===== src/rtl/shift_add_mult_ctrl.sv =====
// Iterative shift-add multiplier: one multiplier bit per BUSY cycle.
// Define EARLY_TERM_EN to finish as soon as the remaining multiplier bits are zero.
module shift_add_mult_ctrl #(
    parameter int WIDTH = 4,
    parameter int CNT_W = $clog2(WIDTH + 1)
) (
    input  logic               clk,
    input  logic               rst_n,
    input  logic               in_valid,
    output logic               in_ready,
    input  logic [WIDTH-1:0]   m,
    input  logic [WIDTH-1:0]   q,
    output logic               out_valid,
    input  logic               out_ready,
    output logic [2*WIDTH-1:0] product,
    output logic               busy,
    output logic [CNT_W-1:0]   cycles
);

    typedef enum logic [1:0] {
        IDLE = 2'b00,
        BUSY = 2'b01,
        DONE = 2'b10
    } state_t;

    state_t state, state_nxt;

    logic [WIDTH-1:0]   acc, mreg, qreg;
    logic [CNT_W-1:0]   cnt;
    logic [WIDTH:0]     sum_c;
    logic [WIDTH-1:0]   acc_nxt, q_nxt;
    logic [2*WIDTH-1:0] prod_nxt;
    logic               last;

    // Carry lands in the acc MSB; the low sum bit shifts into qreg.
    assign sum_c   = {1'b0, acc} + {1'b0, (qreg[0] ? mreg : '0)};
    assign acc_nxt = sum_c[WIDTH:1];
    assign q_nxt   = {sum_c[0], qreg[WIDTH-1:1]};

`ifdef EARLY_TERM_EN
    logic [CNT_W-1:0] rem;
    logic [WIDTH-1:0] mask;

    assign rem      = CNT_W'(WIDTH - 1) - cnt;
    assign mask     = ~({WIDTH{1'b1}} << rem);
    assign last     = ((q_nxt & mask) == '0);
    assign prod_nxt = {acc_nxt, q_nxt} >> rem;
`else
    assign last     = (cnt == CNT_W'(WIDTH - 1));
    assign prod_nxt = {acc_nxt, q_nxt};
`endif

    assign in_ready  = (state == IDLE);
    assign out_valid = (state == DONE);
    assign busy      = (state == BUSY);

    always_ff @(posedge clk or negedge rst_n) begin
        if (!rst_n) state <= IDLE;
        else        state <= state_nxt;
    end

    always_comb begin
        state_nxt = state;
        case (state)
            IDLE:    if (in_valid) state_nxt = BUSY;
            BUSY:    if (last) state_nxt = DONE;
            DONE:    if (out_ready) state_nxt = IDLE;
            default: state_nxt = IDLE;
        endcase
    end

    always_ff @(posedge clk or negedge rst_n) begin
        if (!rst_n) begin
            acc     <= '0;
            mreg    <= '0;
            qreg    <= '0;
            cnt     <= '0;
            cycles  <= '0;
            product <= '0;
        end else begin
            case (state)
                IDLE: begin
                    if (in_valid) begin
                        mreg   <= m;
                        qreg   <= q;
                        acc    <= '0;
                        cnt    <= '0;
                        cycles <= '0;
                    end
                end
                BUSY: begin
                    acc    <= acc_nxt;
                    qreg   <= q_nxt;
                    cnt    <= cnt + 1'b1;
                    cycles <= cycles + 1'b1;
                    if (last) product <= prod_nxt;
                end
                default: ;
            endcase
        end
    end

endmodule


===== config.mk =====
export PLATFORM = sky130hd
export DESIGN_NAME = shift_add_mult_ctrl
export DESIGN_NICKNAME = d
export VERILOG_FILES = /design/src/rtl/shift_add_mult_ctrl.sv
export SDC_FILE = /design/constraint.sdc
export NUM_CORES = 1
export LEC_CHECK = 0
export ABC_AREA = 1
export BUFFER_PORTS_ARGS = -buffer_cell sky130_fd_sc_hd__buf_4
export CAP_MARGIN = 10
export CORE_ASPECT_RATIO = 0.7
export CORE_MARGIN = 2
export CORE_UTILIZATION = 38
export CTS_CLUSTER_SIZE = 24
export DETAILED_ROUTE_END_ITERATION = 10
export MAX_ROUTING_LAYER = met4
export PLACE_DENSITY = 0.68
export RECOVER_POWER = 25
export SLEW_MARGIN = 20
export SYNTH_ARGS = -nofsm -noshare
export SYNTH_HDL_FRONTEND = slang
export SYNTH_SLANG_ARGS = --single-unit

===== constraint.sdc =====
create_clock -name clk -period 1.9 [get_ports clk]
set_clock_uncertainty 0.05 [all_clocks]
set_input_delay 0.19 -clock clk [delete_from_list [all_inputs] [get_ports clk]]
set_output_delay 0.19 -clock clk [all_outputs]
set_load 0.03 [all_outputs]

==> flow_metrics.tcl <==
set metrics [dict create \
    outcome "finished, final reports clean" \
    crit_path_start_kind "flop" \
    dieArea_um2 4043 \
    fin_crit_sh_pct 84.87 \
    finalSetupTns_ns 0 \
    overflow 0 \
    syn_area_per_cell_um2 9.158 \
    syn_inst 147 \
    fmax_ghz 0.6201 \
    worstHoldPathType "in2reg" \
    p_int_w 0.001466 \
    numPortBuffers 25 \
    die_h_um 53.80 \
    diodes 0 \
    syn_area_um2 1346 \
    p_comb_share_pct 50.5 \
    worstRegToRegCells 6 \
    power_w 0.002655 \
    ys_ff_latch 28 \
    ant_nets 0 \
    worstPathRequired_ns 2.00 \
    yosysUniqueCellTypes 18 \
    place_area_um2 1577 \
    clk_path_buf_depth 2 \
    track_usage_pct 15.45 \
    totalWireLength_um 2563 \
    final_cell_mix "nand2_1, dfrtp_1, buf_4, inv_1, o21ai_0" \
    grt_setup_unrepaired "false" \
    vias 1047 \
    switching_share_pct 44.81 \
    max_slew_margin_pct 55.22 \
    yosys_warnings 0 \
    cts.clk_slew.worst_paths_ns 0.09 \
    antenna_found_initial 0 \
    rrSetupSlack_ns 0.29 \
    final_common_cell "nand2_1" \
    clk_latency_ns 0.27 \
    wl_met3_um 115 \
    multi_input_area_um2 549.3 \
    critical_path_class "reg2reg" \
    dp_hpwl_um 1921 \
    whs_ns 0.04775 \
    drive_gt1_share_pct 21.26 \
    cts.sinks 28 \
    core-area_um2 3468 \
    cts_inserted_buffers 3 \
    p_switching_w 0.001190 \
    critPathArrivalTime_ns 1.71 \
    cts_resized 0 \
    num_rows 18 \
    finalSetupViolations 0 \
    regArea_um2 700.7 \
    power.leakage_nw 0.8796 \
    grt_pass1_wl_um 4595 \
    wire_per_inst_um 11.44 \
    via_per_inst 4.674 \
    min_from "out_ready" \
    whs_path_depth 2 \
    nNetsFinal 196 \
    grt_pass1_vias 1021 \
    top_layer_used "met4" \
    cts_max_level 1 \
    endpoint_kind "flop" \
    slew_viol_final 0 \
    ys_seq_area_share_pct 52.04 \
    power_frac_seq_pct 37.5 \
    wl_met1_um 1295 \
    crit-reg2reg-launch "qreg[0]" \
    final_area_um2 1625 \
    post_cts_buffers 0 \
    gp_congestion 0.8046 \
    area_growth_pct 20.73 \
    remaining_drc_errors 0 \
    clock_power_share_pct 11.9 \
    holdPathEnd "state[1]" \
    pin_count 26 \
    grt_max_degree 29 \
    fin_crit_ns 1.613 \
    drtIter0Drc 81 \
    maxCapViolations 0 \
    reg2reg_to "product[5]" \
    ir_worst_vdd_mv 0.7436 \
    die_w_um 75.14 \
    report.final.hold_viol_count 0 \
    drt_pre_antenna_iters 4 \
    worst_pin_slew_ns 0.6717 \
    fillers 354 \
    met2_length_um 1145 \
    cts_root_buffer "clkbuf_8" \
    start_util_pct 38.82 \
    syn_nets 167 \
    powerDensity_nw_per_um2 1634 \
    path_max_fanout 5 \
    cts_tree "built" \
]
per-stage QoR:
step	utilization, %	std cells	setup WS (ns)
after floorplan	-	147	0.3866
after global placement	45.45	220	0.3560
after detailed placement	45.45	220	0.2868
after CTS	46.93	224	0.2773
after global routing	46.86	224	0.1693
final	46.86	224	0.2874
metal layers:
layer	vias up	GRT usage [%]
met3	2	4.682
met1	496	20.96
met4	0	0.8772
li1	527	-
met2	22	24.27
met5	-	-
critical path, stage by stage, from the launching register on:
cell and delay [ns]:
dfrtp_1 0.42, nand2_1 0.07, inv_1 0.04, ha_1 0.21, fa_1 0.41, xnor2_1 0.20, o21ai_0 0.10
worst max path at each step:
stage	start	end	slack, ns
after detailed placement	qreg[0]	product[5]	0.29
after floorplan	state[0]	mreg[0]	0.39
final	qreg[0]	product[5]	0.29
after global routing	qreg[0]	product[5]	0.17
after CTS	qreg[0]	product[5]	0.28
after global placement	qreg[0]	product[5]	0.36
area by class of cell:
| type | instances | share of cell area [%] |
|---|---|---|
| clock buffers | 3 | 2.540 |
| well taps | 50 | 3.849 |
| flip-flops and latches | 28 | 43.11 |
| inverters | 17 | 4.234 |
| multi-input cells | 99 | 33.80 |
| repair buffers | 27 | 12.47 |
sequential cells by signal, indices dropped and copies added, names as in the netlist:
signal   cells
product      8
acc          4
mreg         4
qreg         4
cnt          3
cycles       3
state        2
cell families (layout without fill, tap and decap cells):
kind of cell	count (synthesis)	count (layout)	synth area share (%)
and+or+nand+nor	63	63	19.61
DFF	28	28	52.04
AOI/OAI and AO/OA	26	26	11.90
buffers and inverters	20	47	7.156
adders and majority gates	8	8	7.992
xor gates and xnor gates	2	2	1.301
power by group through the flow:
stage	clock network (W)	registers, W	logic, W
2_1_floorplan	0	0.00115	0.000815
3_3_place_gp	0	0.000996	0.00132
3_5_place_dp	0	0.00101	0.00135
4_1_cts	0.000324	0.000999	0.00136
5_1_grt	0.000347	0.00103	0.00152
6_report	0.000317	0.000997	0.00134
Yosys cell counts, drive strengths merged:
| master | n | area share (%) |
|---|---|---|
| o21ai | 20 | 8.8 |
| a22o | 2 | 1.3 |
| ha | 7 | 6.5 |
| nor2 | 3 | 0.84 |
| nand3 | 10 | 3.7 |
| xnor2 | 2 | 1.3 |
| a21oi | 2 | 0.74 |
| nand2 | 50 | 15 |
| inv | 17 | 5.1 |
| dfrtp | 28 | 52 |
| fa | 1 | 1.5 |
| o31ai | 1 | 0.56 |
| buf | 3 | 2.0 |
| o22ai | 1 | 0.46 |
timing repair:
item / 4_1_cts / 5_1_grt
endpoints found under the setup margin: 0 / 0
hold buffers: 1 / 0
hold endpoints to repair: 28 / 0
Power figures use the tool's default switching activity.
